`src/rtl/reg_shadow_err_collect.sv`:
```
// Sticky error collector for shadowed-register err_update/err_storage with a
// four-phase recoverable alert and level fatal alert. Macro REG_SHADOW_ERR_CNT_EN adds an update-error counter.
//
// state      | meaning
// StIdle     | no recoverable alert outstanding
// StReq      | req high, waiting for ack to rise
// StWaitAckLow | req low, waiting for ack to fall
module reg_shadow_err_collect #(
    parameter int NumRegs = 8,
    parameter int IdxW    = (NumRegs > 1) ? $clog2(NumRegs) : 1,
    parameter int CntW    = 8
) (
    input  logic               clk_i,
    input  logic               rst_ni,
    input  logic [NumRegs-1:0] err_update_i,
    input  logic [NumRegs-1:0] err_storage_i,
    input  logic               clr_we_i,
    input  logic [NumRegs-1:0] clr_wd_i,
    output logic [NumRegs-1:0] update_status_o,
    output logic [NumRegs-1:0] storage_status_o,
    output logic               first_valid_o,
    output logic [IdxW-1:0]    first_idx_o,
    output logic               recov_alert_req_o,
    input  logic               recov_alert_ack_i,
    output logic               fatal_alert_o,
    output logic [CntW-1:0]    err_cnt_o
);

    typedef enum logic [1:0] {
        StIdle       = 2'd0,
        StReq        = 2'd1,
        StWaitAckLow = 2'd2
    } state_e;

    state_e             state_q;
    logic               pending_q;
    logic               new_recov;
    logic [NumRegs-1:0] clr_mask;
    logic [NumRegs-1:0] update_d;
    logic [NumRegs-1:0] storage_d;
    logic [NumRegs-1:0] any_err;
    logic [IdxW-1:0]    low_idx;

    assign new_recov = |err_update_i;

    always_comb begin
        clr_mask  = clr_we_i ? clr_wd_i : '0;
        update_d  = (update_status_o & ~clr_mask) | err_update_i;
        storage_d = storage_status_o | err_storage_i;
        any_err   = err_update_i | err_storage_i;
        low_idx   = '0;
        // Scan downward so the lowest set bit is the last assignment.
        for (int i = NumRegs - 1; i >= 0; i--) begin
            if (any_err[i]) begin
                low_idx = IdxW'(i);
            end
        end
    end

    always_ff @(posedge clk_i or negedge rst_ni) begin
        if (!rst_ni) begin
            update_status_o  <= '0;
            storage_status_o <= '0;
            fatal_alert_o    <= 1'b0;
        end else begin
            update_status_o  <= update_d;
            storage_status_o <= storage_d;
            fatal_alert_o    <= |storage_d;
        end
    end

    // Capture is only released once a SW clear leaves nothing sticky behind.
    always_ff @(posedge clk_i or negedge rst_ni) begin
        if (!rst_ni) begin
            first_valid_o <= 1'b0;
            first_idx_o   <= '0;
        end else if (!first_valid_o && (|any_err)) begin
            first_valid_o <= 1'b1;
            first_idx_o   <= low_idx;
        end else if (first_valid_o && clr_we_i && (update_d == '0) && (storage_d == '0)) begin
            first_valid_o <= 1'b0;
            first_idx_o   <= '0;
        end
    end

    always_ff @(posedge clk_i or negedge rst_ni) begin
        if (!rst_ni) begin
            state_q           <= StIdle;
            pending_q         <= 1'b0;
            recov_alert_req_o <= 1'b0;
        end else begin
            case (state_q)
                StIdle: begin
                    if (new_recov || pending_q) begin
                        state_q           <= StReq;
                        pending_q         <= 1'b0;
                        recov_alert_req_o <= 1'b1;
                    end
                end
                StReq: begin
                    if (new_recov) begin
                        pending_q <= 1'b1;
                    end
                    if (recov_alert_ack_i) begin
                        state_q           <= StWaitAckLow;
                        recov_alert_req_o <= 1'b0;
                    end
                end
                StWaitAckLow: begin
                    if (new_recov) begin
                        pending_q <= 1'b1;
                    end
                    if (!recov_alert_ack_i) begin
                        state_q <= StIdle;
                    end
                end
                default: begin
                    state_q           <= StIdle;
                    recov_alert_req_o <= 1'b0;
                end
            endcase
        end
    end

`ifdef REG_SHADOW_ERR_CNT_EN
    logic [CntW-1:0] cnt_q;

    always_ff @(posedge clk_i or negedge rst_ni) begin
        if (!rst_ni) begin
            cnt_q <= '0;
        end else if (new_recov && (cnt_q != {CntW{1'b1}})) begin
            cnt_q <= cnt_q + CntW'(1);
        end
    end

    assign err_cnt_o = cnt_q;
`else
    assign err_cnt_o = '0;
`endif

endmodule

```
`config.mk`:
```
export PLATFORM = sky130hd
export DESIGN_NAME = reg_shadow_err_collect
export DESIGN_NICKNAME = d
export VERILOG_FILES = /design/src/rtl/reg_shadow_err_collect.sv
export SDC_FILE = /design/constraint.sdc
export NUM_CORES = 1
export LEC_CHECK = 0
export CORE_MARGIN = 8
export CORE_UTILIZATION = 43
export DETAILED_ROUTE_END_ITERATION = 8
export PLACE_DENSITY_LB_ADDON = 0.15
export SLEW_MARGIN = 40
export SYNTH_ARGS = -nofsm -noshare
export SYNTH_HDL_FRONTEND = slang
export SYNTH_SLANG_ARGS = --single-unit
```
`constraint.sdc`:
```
create_clock -name clk_i -period 3.76 [get_ports clk_i]
set_clock_uncertainty 0.05 [all_clocks]
set_input_delay 0.752 -clock clk_i [delete_from_list [all_inputs] [get_ports clk_i]]
set_output_delay 0.752 -clock clk_i [all_outputs]
set_load 0.02 [all_outputs]
```
After elaboration in Yosys (flattened, before gate mapping)
Cells that the tools add are included.

Eq/ne operators: 6. Mux-type cells: 23. Bitwise gates (word level): 6. Reduce and logical (&&, ||, !) cells: 18.

Operator list (count): $mux W3 (10); $or A8 B8 Y8 (3); $reduce_or A8 Y1 (3); $logic_not A8 Y1 (2); $reduce_and A3 Y1 (3); $and A8 B8 Y8 (1); $mux W8 (1); $not A8 Y8 (1); $mux W1 (6); $mux W2 (3); $ne A2 B2 Y1 const B (3); $pmux W2 S3 (1); $logic_and A1 B1 Y1 (4); $reduce_bool A2 Y1 (2); $pmux W1 S3 (1); $eq A2 B1 Y1 const B (1); $eq A2 B2 Y1 const B (1); $logic_not A2 Y1 (1); $ne A2 B1 Y1 const B (1); $pmux W1 S2 (1); $reduce_or A2 Y1 (1); $logic_not A1 Y1 (1); $logic_or A1 B1 Y1 (1); $not A1 Y1 (1).

Flip-flop bits (word level): 25. Input bits: 28. Word-level logic and storage cells: 61.

Longest topological paths before layout
Word-level depth: 10. Mapped depth: 7. Gate-level depth less buffers: 7.

Worst setup path before layout
No wires, ideal clock.

Path kind: input to register. Start point: in err_storage_i[4]. End point: reg first_idx_o[0]. Setup time: 0.130 ns. Data arrival time: 2.338 ns. Data required time: 3.580 ns. Setup slack: 1.242 ns. Stages on the path: 5. Buffers on the path: 0. Cell sequence: or2_2 > or4_1 > or4_4 > nor4b_4 > o21ai_1.

Longest elaborated chain between the ends: 7.

Ends and longest elaborated chain: from (decl) (RTL line 16) `input logic [NumRegs-1:0] err_storage_i,`; $or A8 B8 Y8 (RTL line 50) `any_err = err_update_i | err_storage_i;`; $mux W3 (5 in series) (RTL line 54) `if (any_err[i]) begin`; $mux W3 (RTL line 77) `end else if (!first_valid_o && (|any_err)) begin`; to (signal assigned) (RTL line 79) `first_idx_o <= low_idx;`; to (decl) (RTL line 22) `output logic [IdxW-1:0] first_idx_o,`.

Parallel ways exist; a longest one is shown, timed or not. A chain may end at the register's enable or synchronous reset.

Final worst setup path
Start point: in err_storage_i[4]. End point: reg first_idx_o[2].

RTL lines: $or A8 B8 Y8 (RTL line 49) `storage_d = storage_status_o | err_storage_i;`; via storage_d[4] (RTL line 40) `logic [NumRegs-1:0] storage_d;`; $logic_not A8 Y1 (RTL line 80) `end else if (first_valid_o && clr_we_i && (update_d == '0) && (storage_d == '0)) begin`; $logic_and A1 B1 Y1 (RTL line 80); $reduce_bool A2 Y1 (no source line).

The timed path passes the listed nets, and every way through them passes these cells.

==> impl_metrics.json <==
{
  "coreArea_mm2": 0.00273,
  "tightestPinTransition_ps": 636,
  "vias": 1046,
  "start_util_pct": 44.8,
  "drc": 0,
  "fp.dieH_um": 69.4,
  "wire_per_inst_um": 16.5,
  "cts_num_sinks": 25,
  "yosys.area.top_type_share_pct": 51.1,
  "yosys.cell_types.count": 31,
  "drv_slew": 0,
  "drive_above_1_share_pct": 9.47,
  "period_share_pct": 72.8,
  "grt_pass1_wl_um": 5480,
  "critPathArrivalTime_ps": 2900,
  "hpwl_um": 2650,
  "drtAntennaViolNets": 0,
  "place_inst": 196,
  "p_sw_w": 0.000198,
  "critPathCaptureType": "flip-flop",
  "rsz0062_at_grt": "false",
  "placed_cell_area_mm2": 0.00171,
  "die-area_mm2": 0.00481,
  "path_class": "input port to flip-flop",
  "cp_data_required_time_ps": 3920,
  "cts_tree": "built",
  "power_density_mw_per_mm2": 364,
  "netlist_area_mm2": 0.00122,
  "cp.depth": 6,
  "io_buffers": 49,
  "cp.buffers_inverters": 1,
  "fin_crit_ps": 2740,
  "endpoint": "first_idx_o[2]$_DFFE_PN0P_",
  "r2r_end": "first_idx_o[2]$_DFFE_PN0P_",
  "clkLatencyLatePin_ps": 310,
  "cts_buffers": 3,
  "setup_tns_ps": 0,
  "ir_worst_vdd_v": 0.000237,
  "post_synth_inst_count": 118,
  "antenna_cells": 0,
  "htree_num_levels": 1,
  "setup_viol": 0,
  "status": "completed",
  "grt_pass1_vias": 1103,
  "ys_seq_area_share_pct": 51.1,
  "place_ws_ps": 652,
  "ios": 58,
  "p_int_w": 0.000434,
  "area_delta_synth_final_pct": 42.0,
  "postCtsHoldBufs": 0,
  "regArea_um2": 626,
  "relSlewSlack_pct": 57.2,
  "crit_path_start": "err_storage_i[4]",
  "synth_top_cell_by_area": "dfrtp_1",
  "fmax_mhz": 365,
  "multi_input_area_um2": 539,
  "grt_max_degree": 26,
  "synth_area_per_cell_um2": 10.4,
  "yosysWarnings": 0,
  "chipWidth_um": 69.4,
  "cts_setup_buffers": 0,
  "nFillCells": 245,
  "crit_path_top_delay_cell": "or4_1",
  "power_frac_comb_pct": 31.9,
  "pwr-share-seq_pct": 49.6,
  "max_stage_delay_ps": 470,
  "timing.rr.start": "storage_status_o[3]$_DFF_PN0_",
  "drtIter0Drc": 49,
  "clock_power_share_pct": 18.6,
  "first_pass_iters": 4,
  "post_cts_resized": 0,
  "clkTransAtPathRegs_ps": 130,
  "antenna_found_initial": 0,
  "crit_chain": "clkdlybuf4s50_1 > or2_2 > or4_1 > or4_4 > nor4b_4 > o22ai_1",
  "rr_worst_depth": 5,
  "grt_remaining_overflow": 0,
  "final-instance-count-excl-fill": 200,
  "setup_slack_ps": 1020,
  "via_per_inst": 5.23,
  "cts_root_buf": "clkbuf_4",
  "hold_path_class": "input port to asynchronous set/reset pin",
  "wl_um": 3290,
  "synth_seq_cells": 25,
  "routabilityCongestion": 0.779,
  "synth_area_leaders": "dfrtp_1, a21o_1, buf_4",
  "final_area_mm2": 0.00174,
  "hold_viol_final": 0,
  "start_kind": "input port",
  "critPathTopFamily": "simple AND/OR/NAND/NOR gates",
  "swShare_pct": 31.4,
  "crit_fanout": 4,
  "final_util_pct": 63.6,
  "leakagePower_nw": 0.698,
  "cts.path.max_buffers": 2,
  "cap_violations": 0,
  "finish.net_count": 202,
  "grt_use_total_pct": 13.5,
  "rows": 19,
  "r2r_slack_ps": 1500
}
cell type report:
| type | instances | area share, % |
|---|---|---|
| well taps | 31 | 2.23 |
| repair buffers | 49 | 27.9 |
| flip-flops and latches | 25 | 36.0 |
| clock buffers | 3 | 1.29 |
| clock inverters | 1 | 0.288 |
| multi-input cells | 85 | 31.0 |
| inverters | 6 | 1.29 |
worst register-to-register path: cells and delay by family, from the launching register on:
family	cells	cell delay, ps
flip-flops	1	410
AND/OR/NAND/NOR	4	1590
AO/OA/AOI/OAI	1	110
power groups by stage:
stage,Combinational (W),Clock [W],Sequential [W]
detailed placement,0.000201,0,0.000320
global route,0.000224,0.000133,0.000316
global placement,0.000196,0,0.000317
floorplan,0.000108,0,0.000331
CTS,0.000204,0.000122,0.000314
finish,0.000202,0.000117,0.000314
layer usage:
metal	global-route usage (%)	up-vias	share of wire, %
li1	-	508	-
met3	5.01	5	9.1
met1	17.2	474	47
met4	4.10	0	1.3
met2	20.5	59	42
met5	0	-	0
sequential cells by signal, indices dropped and copies added (netlist names):
signal	count
recov_alert_req_o	1
storage_status_o	8
pending_q	1
fatal_alert_o	1
update_status_o	8
first_idx_o	3
state_q	2
first_valid_o	1
kinds of logic after synthesis:
logic type | synth area share [%]
AND/OR/NAND/NOR | 23.9
adder cells (fa/ha/maj) | 4.09
AO/OA/AOI/OAI | 13.6
other | 0.306
buffers and inverters | 7.05
flip-flops | 51.1
worst min-delay path by stage:
stage | startpoint | to | slack (ps) | depth (start not counted)
2_1_floorplan | rst_ni | fatal_alert_o$_DFF_PN0_ | 410 | 0
3_3_place_gp | storage_status_o[2]$_DFF_PN0_ | storage_status_o[2]$_DFF_PN0_ | 420 | 1
3_5_place_dp | storage_status_o[2]$_DFF_PN0_ | storage_status_o[2]$_DFF_PN0_ | 420 | 1
4_1_cts | rst_ni | update_status_o[3]$_DFF_PN0_ | 360 | 1
5_1_grt | rst_ni | storage_status_o[6]$_DFF_PN0_ | 380 | 1
6_report | rst_ni | update_status_o[4]$_DFF_PN0_ | 350 | 1
Yosys cell counts:
cell type	number
nor4b_4	1
a222oi_1	1
a31o_2	1
o32a_1	1
a31oi_1	1
o21ai_1	2
or2_1	2
dfrtp_1	25
nand2_1	16
o2bb2ai_1	1
a2111oi_0	1
or2_2	7
o21a_1	1
or4_4	2
nor2_1	4
o21ai_0	1
nor3_1	5
o31ai_1	1
or4_1	4
a21oi_1	2
ha_1	4
o22ai_1	1
or3_1	1
nor2b_1	3
nor4bb_1	1
clkbuf_1	1
a21o_1	9
buf_4	8
conb_1	1
inv_1	6
nor4_1	4
metrics by stage:
step	hold slack [ps]	total power, W
after CTS	355	0.000640
after global routing	377	0.000673
after global placement	423	0.000514
after detailed placement	419	0.000521
after floorplan	406	0.000439
final	349	0.000633
layout by cell type (no fill, tap or decap), types with 2 or more instances in the layout:
| cell type | Yosys | layout |
|---|---|---|
| a21o_1 | 9 | 9 |
| a21oi_1 | 2 | 2 |
| clkbuf_4 | 0 | 3 |
| clkdlybuf4s50_1 | 0 | 48 |
| conb_1 | 1 | 8 |
| dfrtp_1 | 25 | 25 |
| ha_1 | 4 | 4 |
| inv_1 | 6 | 6 |
| nand2_1 | 16 | 16 |
| nor2_1 | 4 | 4 |
| nor2b_1 | 3 | 3 |
| nor3_1 | 5 | 5 |
| nor4_1 | 4 | 4 |
| o21ai_1 | 2 | 2 |
| or2_1 | 2 | 2 |
| or2_2 | 7 | 7 |
| or4_1 | 4 | 4 |
| or4_4 | 2 | 2 |
Power figures use the tool's default switching activity.
